===== config.mk =====
export PLATFORM = sky130hd
export DESIGN_NAME = ahb_rr_master_arbiter
export DESIGN_NICKNAME = d
export VERILOG_FILES = /design/src/rtl/ahb_rr_master_arbiter.sv
export SDC_FILE = /design/constraint.sdc
export NUM_CORES = 1
export LEC_CHECK = 0
export ABC_AREA = 1
export BUFFER_PORTS_ARGS = -buffer_cell sky130_fd_sc_hd__clkbuf_2
export CELL_PAD_IN_SITES_DETAIL_PLACEMENT = 0
export CELL_PAD_IN_SITES_GLOBAL_PLACEMENT = 2
export CORE_MARGIN = 10
export CORE_UTILIZATION = 23
export DETAILED_ROUTE_END_ITERATION = 12
export GPL_TIMING_DRIVEN = 0
export HOLD_SLACK_MARGIN = 0.12
export PLACE_DENSITY_LB_ADDON = 0.1
export SYNTH_ARGS = -nofsm -noshare
export SYNTH_HDL_FRONTEND = slang
export SYNTH_SLANG_ARGS = --single-unit

===== constraint.sdc =====
create_clock -name HCLK -period 1.75 [get_ports HCLK]
set_clock_uncertainty 0.05 [all_clocks]
set_input_delay 0.175 -clock HCLK [delete_from_list [all_inputs] [get_ports HCLK]]
set_output_delay 0.175 -clock HCLK [all_outputs]
set_load 0.05 [all_outputs]

===== src/rtl/ahb_rr_master_arbiter.sv =====
// Round-robin arbiter that shares one AHB-Lite slave among NUM_REQ requesters.
// Each requester posts single-word commands on a req/gnt/done handshake.
// One transfer is in flight at a time: IDLE -> ADDR (NONSEQ) -> DATA -> IDLE.
module ahb_rr_master_arbiter #(
    parameter int unsigned NUM_REQ = 2,
    parameter int unsigned IDX_W   = 3
) (
    input  logic                  HCLK,
    input  logic                  HRESETn,
    input  logic [NUM_REQ-1:0]    req,
    input  logic [NUM_REQ-1:0]    req_write,
    input  logic [NUM_REQ*32-1:0] req_addr,
    input  logic [NUM_REQ*32-1:0] req_wdata,
    output logic [NUM_REQ-1:0]    gnt,
    output logic [NUM_REQ-1:0]    done,
    output logic [31:0]           rsp_rdata,
    output logic                  rsp_err,
    output logic [IDX_W-1:0]      owner,
    output logic [31:0]           HADDR,
    output logic [1:0]            HTRANS,
    output logic                  HWRITE,
    output logic [2:0]            HSIZE,
    output logic [31:0]           HWDATA,
    input  logic [31:0]           HRDATA,
    input  logic                  HREADY,
    input  logic                  HRESP
);

    localparam int unsigned DATA_W        = 32;
    localparam int unsigned PTR_W         = (NUM_REQ > 1) ? $clog2(NUM_REQ) : 1;
    localparam logic [1:0]  HTRANS_IDLE   = 2'b00;
    localparam logic [1:0]  HTRANS_NONSEQ = 2'b10;
    localparam logic [2:0]  HSIZE_WORD    = 3'b010;

    // Elaboration-time parameter sanity
    if (NUM_REQ < 2 || NUM_REQ > 8) begin : g_bad_num_req
        $error("NUM_REQ must be in 2..8");
    end
    if (IDX_W < PTR_W) begin : g_bad_idx_w
        $error("IDX_W too narrow for NUM_REQ");
    end

    typedef enum logic [1:0] {
        S_IDLE = 2'd0,
        S_ADDR = 2'd1,
        S_DATA = 2'd2
    } state_t;

    // Registered state and outputs
    state_t              r_state;
    logic [PTR_W-1:0]    r_rr_ptr;
    logic [NUM_REQ-1:0]  r_gnt;
    logic [NUM_REQ-1:0]  r_done;
    logic [DATA_W-1:0]   r_rdata;
    logic                r_err;
    logic [IDX_W-1:0]    r_owner;
    logic [DATA_W-1:0]   r_haddr;
    logic [1:0]          r_htrans;
    logic                r_hwrite;
    logic [DATA_W-1:0]   r_hwdata;

    // Next-state values
    state_t              w_state_nxt;
    logic [PTR_W-1:0]    w_ptr_nxt;
    logic [NUM_REQ-1:0]  w_gnt_nxt;
    logic [NUM_REQ-1:0]  w_done_nxt;
    logic [DATA_W-1:0]   w_rdata_nxt;
    logic                w_err_nxt;
    logic [IDX_W-1:0]    w_owner_nxt;
    logic [DATA_W-1:0]   w_haddr_nxt;
    logic [1:0]          w_htrans_nxt;
    logic                w_hwrite_nxt;
    logic [DATA_W-1:0]   w_hwdata_nxt;

    // Arbitration
    logic                w_found;
    logic [PTR_W-1:0]    w_win;
    logic [PTR_W-1:0]    w_cand;
    logic [DATA_W-1:0]   w_addr_arr  [NUM_REQ];
    logic [DATA_W-1:0]   w_wdata_arr [NUM_REQ];
    logic [DATA_W-1:0]   w_addr_sel;
    logic [DATA_W-1:0]   w_wdata_sel;
    logic                w_write_sel;
    logic                w_unused_addr_lsb;

    // Split the flat command buses into per-requester words
    for (genvar g = 0; g < NUM_REQ; g++) begin : g_unpack
        assign w_addr_arr[g]  = req_addr[DATA_W*g +: DATA_W];
        assign w_wdata_arr[g] = req_wdata[DATA_W*g +: DATA_W];
    end

    // Search for the first pending request after the last winner, wrapping around
    always_comb begin
        w_found = 1'b0;
        w_win   = '0;
        w_cand  = '0;
        for (int unsigned k = 1; k <= NUM_REQ; k++) begin
            w_cand = PTR_W'((32'(r_rr_ptr) + k) % NUM_REQ);
            if (!w_found && req[w_cand]) begin
                w_found = 1'b1;
                w_win   = w_cand;
            end
        end
    end

    // Command fields of the current winner
    assign w_addr_sel        = w_addr_arr[w_win];
    assign w_wdata_sel       = w_wdata_arr[w_win];
    assign w_write_sel       = req_write[w_win];
    // Byte-lane bits are dropped: every transfer is word-aligned
    assign w_unused_addr_lsb = ^w_addr_sel[1:0];

    // Next-state and next-output logic; outputs hold unless a state acts on them
    always_comb begin
        w_state_nxt  = r_state;
        w_ptr_nxt    = r_rr_ptr;
        w_gnt_nxt    = '0;
        w_done_nxt   = '0;
        w_rdata_nxt  = r_rdata;
        w_err_nxt    = r_err;
        w_owner_nxt  = r_owner;
        w_haddr_nxt  = r_haddr;
        w_htrans_nxt = r_htrans;
        w_hwrite_nxt = r_hwrite;
        w_hwdata_nxt = r_hwdata;

        unique case (r_state)
            S_IDLE: begin
                w_htrans_nxt = HTRANS_IDLE;
                if (w_found) begin
                    w_gnt_nxt[w_win] = 1'b1;
                    w_owner_nxt      = IDX_W'(w_win);
                    w_ptr_nxt        = w_win;
                    w_haddr_nxt      = {w_addr_sel[DATA_W-1:2], 2'b00};
                    w_hwrite_nxt     = w_write_sel;
                    w_hwdata_nxt     = w_wdata_sel;
                    w_htrans_nxt     = HTRANS_NONSEQ;
                    w_state_nxt      = S_ADDR;
                end
            end
            S_ADDR: begin
                // Address phase is held until the slave accepts it
                if (HREADY) begin
                    w_htrans_nxt = HTRANS_IDLE;
                    w_state_nxt  = S_DATA;
                end
            end
            S_DATA: begin
                w_htrans_nxt = HTRANS_IDLE;
                if (HREADY) begin
                    w_done_nxt[r_rr_ptr] = 1'b1;
                    w_rdata_nxt          = r_hwrite ? '0 : HRDATA;
                    w_err_nxt            = HRESP;
                    w_state_nxt          = S_IDLE;
                end
            end
            default: begin
                w_htrans_nxt = HTRANS_IDLE;
                w_state_nxt  = S_IDLE;
            end
        endcase
    end

    // State and output registers; reset abandons any transfer in flight
    always_ff @(posedge HCLK or negedge HRESETn) begin
        if (!HRESETn) begin
            r_state  <= S_IDLE;
            r_rr_ptr <= PTR_W'(NUM_REQ - 1);
            r_gnt    <= '0;
            r_done   <= '0;
            r_rdata  <= '0;
            r_err    <= 1'b0;
            r_owner  <= '0;
            r_haddr  <= '0;
            r_htrans <= HTRANS_IDLE;
            r_hwrite <= 1'b0;
            r_hwdata <= '0;
        end else begin
            r_state  <= w_state_nxt;
            r_rr_ptr <= w_ptr_nxt;
            r_gnt    <= w_gnt_nxt;
            r_done   <= w_done_nxt;
            r_rdata  <= w_rdata_nxt;
            r_err    <= w_err_nxt;
            r_owner  <= w_owner_nxt;
            r_haddr  <= w_haddr_nxt;
            r_htrans <= w_htrans_nxt;
            r_hwrite <= w_hwrite_nxt;
            r_hwdata <= w_hwdata_nxt;
        end
    end

    assign gnt       = r_gnt;
    assign done      = r_done;
    assign rsp_rdata = r_rdata;
    assign rsp_err   = r_err;
    assign owner     = r_owner;
    assign HADDR     = r_haddr;
    assign HTRANS    = r_htrans;
    assign HWRITE    = r_hwrite;
    assign HWDATA    = r_hwdata;
    // Every transfer is a single word
    assign HSIZE     = HSIZE_WORD;

endmodule

After elaboration in Yosys (flattened, before gate mapping)
Cells that the tools add are included.

storage, ports and cells
  register bits after elaboration = 106
  bits in latches = 0
  memory bits (writable) = 0
  memory bits (read-only) = 0
  input bits = 168
  output and inout bits = 110
  word-level logic and storage cells = 65
  memories = 0

operators by class
  add/sub/neg operators = 2
  $mul = 0
  divide/modulo/power cells = 0
  $lt $le $gt $ge = 7
  equality and inequality tests = 5
  shifts and indexed selects = 0
  muxes and demuxes = 31
  bitwise gates (word level) = 1
  reduce and logical (&&, ||, !) cells = 8

operators by type and width
  operator             number
  $mux 32              7
  $mux 2               8
  $mux 1               12
  $lt 1x2->1 const B   4
  $ne 2x2->1 const B   3
  $pmux 2 s3           1
  $pmux 2 s2           1
  $reduce_and 2->1     2
  $logic_and 1x1->1    3
  $reduce_and 3->1     1
  $add 1x1->1 const B  2
  $demux 1 s1          2
  $eq 2x1->1 const B   1
  $eq 2x2->1 const B   1
  $ge 1x1->1 const B   2
  $ge 2x2->1 const B   1
  $logic_not 2->1      1
  $not 1->2            1
  $logic_not 1->1      1

Longest topological paths before layout
Gate-level depths: netlist (run 1).

  depth in word-level cells = 13
  gate-level depth with buffers = 8
  gate-level depth less buffers = 6

Worst setup path after synthesis (run 1)
Ideal clock, no wire load.

  path kind = register -> register
  start point = reg r_hwrite, in the netlist HWRITE
  end point = reg r_rdata[10], in the netlist rsp_rdata[10]
  setup time = 0.083 ns
  data arrival time = 1.214 ns
  required time = 1.617 ns
  setup slack = 0.404 ns
  stages on the path, launching flop included = 5
  path buffers = 1
  period minus slack after synthesis = 1.346 ns
  path through = dfrtp_1 inv_1 clkbuf_1 nand2_1 o21ai_0

on the way
  cells in the longest elaborated chain, start to end = 1

RTL lines
  what                      line  RTL
  start: declaration        59    logic r_hwrite;
  start signal: assignment  188   r_hwrite <= w_hwrite_nxt;
  $mux 32                   152   w_rdata_nxt = r_hwrite ? '0 : HRDATA;
  end signal: assignment    183   r_rdata <= w_rdata_nxt;
  end: declaration          54    logic [DATA_W-1:0] r_rdata;

Every way passes these cells.
A chain may end at the register's enable or synchronous reset.

Worst setup path in the final report (run 1)
  start point = reg r_rr_ptr
  end point = reg r_haddr[22], in the netlist HADDR[22]

on the way
  cells in the longest elaborated chain, start to end = 11
  elaborated cells on any way between the ends = 17
  classes of those cells = add/sub: 2; mux: 11; bitwise: 1; reduce/logical: 3

RTL lines
  what                                        line  RTL
  start: declaration                          51    logic [PTR_W-1:0] r_rr_ptr;
  start signal: assignment                    168   r_rr_ptr <= PTR_W'(NUM_REQ - 1);
  start signal: assignment                    180   r_rr_ptr <= w_ptr_nxt;
  $add 1x1->1                                 98    w_cand = PTR_W'((32'(r_rr_ptr) + k) % NUM_REQ);
  $mux 1 (implied by the code) (2 in a row)   99    if (!w_found && req[w_cand]) begin
  $mux 1                                      99
  $logic_not 1->1                             99
  $logic_and 1x1->1                           99
  $mux 1                                      99
  $not 1->2 (implied by the code)             107   assign w_addr_sel = w_addr_arr[w_win];
  $mux 32 (implied by the code) (3 in a row)  107
  end signal: assignment                      186   r_haddr <= w_haddr_nxt;
  end: declaration                            57    logic [DATA_W-1:0] r_haddr;

Parallel ways exist; a longest one is shown, timed or not. The select of a mux whose other input is x is not followed.

==> results of run 1 <==
## stage by stage
stage / hold slack, ns / total power, mW
floorplan: -0.171 / 9.95
global placement: 0.359 / 12.4
global route: 0.148 / 16.0
finish: 0.128 / 14.9
CTS: 0.121 / 15.2
detailed placement: 0.0906 / 12.4
## what timing repair did
action | in CTS | in global routing
gates resized for setup | 0 | 1
endpoints found under the hold margin | 140 | 0
endpoints found under the setup margin | 0 | 18
hold buffers | 152 | 0
## logic make-up after synthesis
group                  share of synthesized area [%]
AND/OR/NAND/NOR                                 36.1
flip-flops                                      52.0
buffers and inverters                           8.41
AO/OA/AOI/OAI                                   3.36
other                                          0.148
## worst min path at each step
stage | to | cells past startpoint | startpoint | slack [ns]
3_3_place_gp | rsp_rdata[1]$_DFFE_PN0P_ | 3 | HRDATA[1] | 0.36
4_1_cts | HWDATA[16]$_DFFE_PN0P_ | 5 | req_wdata[48] | 0.12
6_report | HADDR[12]$_DFFE_PN0P_ | 5 | req_addr[44] | 0.13
3_5_place_dp | rsp_rdata[31]$_DFFE_PN0P_ | 1 | HRESETn | 0.09
2_1_floorplan | HADDR[10]$_DFFE_PN0P_ | 0 | HRESETn | -0.17
5_1_grt | HADDR[16]$_DFFE_PN0P_ | 5 | req_addr[48] | 0.15
## state kept, by name (all words and copies together) (netlist names), 2 cells and up
name       count
HADDR         30
HWDATA        32
done           2
gnt            2
r_state        2
rsp_rdata     32
## synth_stat cells
cell type,instances
buf_2,10
buf_4,17
buf_6,10
clkbuf_1,15
conb_1,2
dfrtp_1,104
dfstp_2,1
inv_1,17
inv_2,4
nand2_1,365
nand2_2,1
nand3_1,66
nand3b_1,12
nor2_1,5
nor2_2,2
o21ai_0,29
o21ai_1,5
## critical path, stage by stage (launching register included)
cell and delay (ns):
dfstp_2 0.57, nand2_4 0.13, nand2_1 0.12, buf_6 0.18, buf_6 0.17, nand2_1 0.07
nand2_1 0.07, nand2_1 0.06, nand2_1 0.05
## metal layers
layer	vias up	part of all wire, %	global-route usage, %
met5	-	0	0
met4	0	1.1	2.88
met3	14	7.7	5.61
met2	160	47	24.2
met1	2671	44	18.5
li1	2916	-	-
## layout make-up
class,instances,share of cell area (%)
timing repair buffer,418,33.3
sequential,105,30.3
multi-input combinational,493,23.4
tap,280,4.04
buffer,52,4.00
clock buffer,10,2.76
clock inverter,6,1.30
inverter,21,0.909
## power by group
group / internal (mW) / switching [mW] / total [mW]
registers: 3.50 / 0.569 / 4.07
clock network: 1.45 / 0.975 / 2.42
logic: 2.06 / 6.34 / 8.40
total: 7.01 / 7.89 / 14.9
==> metrics.yaml, run 1 <==
synth:
  synthTopCellsByArea: "dfrtp_1, nand2_1, nand3_1"
  ys_ff_latch: 105
  ys_seq_area_share_pct: 52.0
  synth.top_cell.area_share_pct: 51.4
  syn_area_per_cell_um2: 7.61
  ys_warn_count: 0
  yosysTopAreaCell: "dfrtp_1"
  synth_cells: 665
  synth.distinct_cells: 17
  netlist_area_um2: 5060
setup_path:
  rr_worst_depth: 8
  setup.worst_path.end_class: "flop"
  endpoint: "HADDR[22]$_DFFE_PN0P_"
  required_ns: 1.99
  start_kind: "flop"
  arrival_ns: 1.77
  r2r_slack_ns: 0.21
  cp_max_fo: 10
  crit_type: "reg2reg"
  startpoint: "r_rr_ptr$_DFFE_PN1P_"
  reg2reg_from: "r_rr_ptr$_DFFE_PN1P_"
  timing.rr.end: "HADDR[22]$_DFFE_PN0P_"
place:
  place_area_um2: 6800
  port_buffers: 265
  dp_cells: 1217
  hpwlAfterDp_mm: 15.8
  gp_congestion: 0.732
  place_ws_ns: 0.0819
clock_network:
  cts_tree: "built"
  cts-root-buf: "clkbuf_16"
  clkTransAtPathRegs_ns: 0.08
  clkLatencyLatePin_ns: 0.34
  clock_path_buffers: 2
  numCtsBuffers: 9
  h-tree-depth: 3
  cts.sinks: 105
  post-cts-setup-buffers: 0
floorplanning:
  die_area_um2: 28300
  io_pins: 278
  start_util_pct: 23.3
  row_count: 54
  die_x_um: 168
  core-area_um2: 21800
  die_h_um: 168
layout:
  antenna_cells: 0
  final_cell_mix: "nand2_1, clkbuf_2, dlygate4sd3_1"
  multi_input_area_um2: 2030
  nFillCells: 2314
  ff_latch_area_um2: 2630
  final_common_cell: "nand2_1"
  drive_gt1_share_pct: 29.6
  areaGrowthSynthToFinish_pct: 71.4
  final_core_util_pct: 39.9
  fin_nets: 1268
  design_area_um2: 8670
  layoutNonFillerInstCount: 1385
grt:
  grt_usage_pct: 14.9
  grt_pass1_vias: 6229
  grt_max_degree: 63
  grt_pass1_wl_mm: 34.2
  grt_overflow: 0
  antenna_found_initial: 0
power_and_ir_drop:
  power_per_cell_area_nw_per_um2: 1720
  leakagePower_nw: 4.87
  ir_drop_mv: 0.629
timing:
  slew_violations: 0
  worst_slew_pin_slew_ns: 0.519
  fin_crit_ns: 1.54
  rsz0062_at_grt: "no"
  maxSlewHeadroom_pct: 65.4
  setup-violations-final: 0
  fmax_ghz: 0.651
  period_share_pct: 87.7
  layout_setup_ws_ns: 0.215
  hold_violations: 0
  tns_ns: 0
min_path:
  hold_path_class: "in2reg"
route:
  drtAntennaViolNets: 0
  routed_wl_mm: 21.4
  drt_iter0_drc: 319
  vias: 5761
  post-route-drc-count: 0
  viasPerCell: 4.16
  wl_per_cell_um: 15.5
  dr.pass1.iters: 4
flow_run:
  maxCapViolCount: 0
outcome:
  status: "finished, final reports clean"
No activity file was read; power rests on OpenSTA's default activity.
==> inputs of run 2 (changes only) <==
--- a/config.mk
+++ b/config.mk
@@ -14,7 +14,7 @@
 export DETAILED_ROUTE_END_ITERATION = 12
 export GPL_TIMING_DRIVEN = 0
 export HOLD_SLACK_MARGIN = 0.12
-export PLACE_DENSITY_LB_ADDON = 0.1
+export PLACE_DENSITY = 0.83
 export SYNTH_ARGS = -nofsm -noshare
 export SYNTH_HDL_FRONTEND = slang
 export SYNTH_SLANG_ARGS = --single-unit
==> run 2 against run 1 <==
Via count rose by 0.45%. Critical path type unchanged. Critical endpoint is now HADDR[16]$_DFFE_PN0P_. Flip-flop and latch count did not move. Worst hold slack improved by 0.0047 ns. Setup slack got worse by 0.032 ns.
==> metrics.yaml, run 2 (same netlist as run 1, synthesis figures left out) <==
outcome:
  status: "finished, final reports clean"
route:
  post-route-drc-count: 0
  wl_per_cell_um: 15.9
  drtAntennaViolNets: 0
  dr.pass1.iters: 6
  vias: 5787
  drt_iter0_drc: 272
  viasPerCell: 4.17
  routed_wl_mm: 22.1
power_and_ir_drop:
  p_switching_mw: 7.95
  total_power_mw: 14.6
  seq_power_share_pct: 28.0
  p_comb_share_pct: 57.5
  ir_drop_mv: 0.843
  leakagePower_nw: 4.85
  netSwitchingFraction_pct: 54.3
  power_per_cell_area_nw_per_um2: 1690
  internal_power_mw: 6.70
  clkPwrFrac_pct: 14.6
clock_network:
  cts.sinks: 105
  clock_path_buffers: 2
  cts_tree: "built"
  clkLatencyLatePin_ns: 0.35
  h-tree-depth: 3
  numCtsBuffers: 9
  cts-root-buf: "clkbuf_16"
  clkTransAtPathRegs_ns: 0.07
place:
  gp_congestion: 0.755
  hpwlAfterDp_mm: 15.9
  port_buffers: 265
  place_ws_ns: 0.0346
floorplanning:
  start_util_pct: 23.3
  die_x_um: 168
  die_h_um: 168
  io_pins: 278
  core-area_um2: 21800
  row_count: 54
  die_area_um2: 28300
timing:
  worst_slew_pin_slew_ns: 0.549
  period_share_pct: 89.6
  setup-violations-final: 0
  layout_setup_ws_ns: 0.182
  hold_violations: 0
  fin_crit_ns: 1.57
  slew_violations: 0
  rsz0062_at_grt: "no"
  maxSlewHeadroom_pct: 63.4
  fmax_ghz: 0.638
setup_path:
  start_kind: "flop"
  crit_path_max_incr_delay_ns: 0.58
  crit_type: "reg2reg"
  required_ns: 1.99
  timing.rr.end: "HADDR[16]$_DFFE_PN0P_"
  cp_common_cell: "nand2_1"
  reg2reg_from: "r_rr_ptr$_DFFE_PN1P_"
  cp_max_fo: 10
  arrival_ns: 1.80
  critical_path.cell_chain: "nand2_4, nand2_1, buf_6, buf_6, nand2_1, nand2_1, nand2_1, nand2_1"
  rr_worst_depth: 8
  r2r_slack_ns: 0.18
  critPathSlowestCell: "dfstp_2"
  setup.worst_path.end_class: "flop"
layout:
  drive_gt1_share_pct: 29.4
  final_common_cell: "nand2_1"
  nFillCells: 2262
  areaGrowthSynthToFinish_pct: 71.1
  fin_nets: 1271
  final_cell_mix: "nand2_1, clkbuf_2, dlygate4sd3_1"
  antenna_cells: 0
flow_run:
  maxCapViolCount: 0
grt:
  grt_pass1_wl_mm: 34.3
  grt_usage_pct: 15.0
  grt_pass1_vias: 6236
  grt_overflow: 0
  antenna_found_initial: 0
  grt_max_degree: 64
min_path:
  hold_end: "HADDR[16]$_DFFE_PN0P_"
  min-delay-start: "req_addr[16]"
  hold_depth: 5
  hold_path_class: "in2reg"
run 2: cell count changes in the layout (fill, tap and decap cells not counted), sizes merged:
cell	previous run	this run
bufinv	3	1
clkinv	1	2
clkinvlp	0	1
dlygate4sd3	152	155
run 2: worst max-delay path, delay by kind of cell (launching register included):
family        cells  cell delay, ns
buf+inv           2            0.36
simple gates      6            0.52
flops             1            0.58
run 2: power groups by stage:
| stage | Sequential (mW) | Combinational, mW | Clock [mW] |
|---|---|---|---|
| after floorplan | 7.62 | 2.33 | 0 |
| after global placement | 4.09 | 8.25 | 0 |
| after detailed placement | 4.12 | 8.28 | 0 |
| after CTS | 4.10 | 8.56 | 2.25 |
| after global routing | 4.23 | 9.13 | 2.32 |
| final | 4.10 | 8.42 | 2.13 |
run 2: how the worst max path moves through the flow:
stage,start,endpoint,slack (ns),cells after the start
6_report,r_rr_ptr$_DFFE_PN1P_,HADDR[16]$_DFFE_PN0P_,0.18,8
4_1_cts,r_rr_ptr$_DFFE_PN1P_,HADDR[16]$_DFFE_PN0P_,0.004,8
3_5_place_dp,r_rr_ptr$_DFFE_PN1P_,HADDR[16]$_DFFE_PN0P_,0.03,8
2_1_floorplan,HWRITE$_DFFE_PN0P_,rsp_rdata[10]$_DFFE_PN0P_,0.40,4
3_3_place_gp,HRESETn,HADDR[31]$_DFFE_PN0P_,-1.29,1
5_1_grt,r_rr_ptr$_DFFE_PN1P_,HADDR[16]$_DFFE_PN0P_,0.03,8
run 2: layout make-up:
class	instances	area, um2	share of cell area, %
Buffer	52	347	4.00
Inverter	21	78.8	0.911
Sequential cell	105	2630	30.4
Tap cell	280	350	4.05
Multi-Input combinational cell	493	2030	23.5
Timing Repair Buffer	421	2910	33.7
Clock inverter	6	75.1	0.867
Clock buffer	10	229	2.65
run 2: repair_timing:
item | 4_1_cts | 5_1_grt
gates resized for setup | 0 | 1
setup endpoints to repair | 0 | 28
hold buffers | 155 | 0
endpoints found under the hold margin | 138 | 0
buffers inserted | 0 | 0
run 2: per-layer routing:
metal  vias to the layer above  part of all wire [%]  global-route usage [%]
met4                         0                   1.1                    3.56
li1                       2918                     -                       -
met3                        17                   8.5                    5.01
met5                         -                     0                       0
met1                      2634                    43                    18.3
met2                       218                    47                    24.9
run 2: per-stage QoR:
step / cell area (um2) / TNS (ns) / hold WS [ns] / std cells / util (%)
final: 8660 / 0 / 0.133 / 1388 / 39.8
after detailed placement: 6800 / 0 / 0.0975 / 1217 / 31.2
after CTS: 8650 / 0 / 0.127 / 1388 / 39.8
after global placement: 6760 / -133.63 / 0.361 / 1216 / 31.1
after floorplan: 5080 / 0 / -0.171 / 671 / -
after global routing: 8660 / 0 / 0.166 / 1388 / 39.8
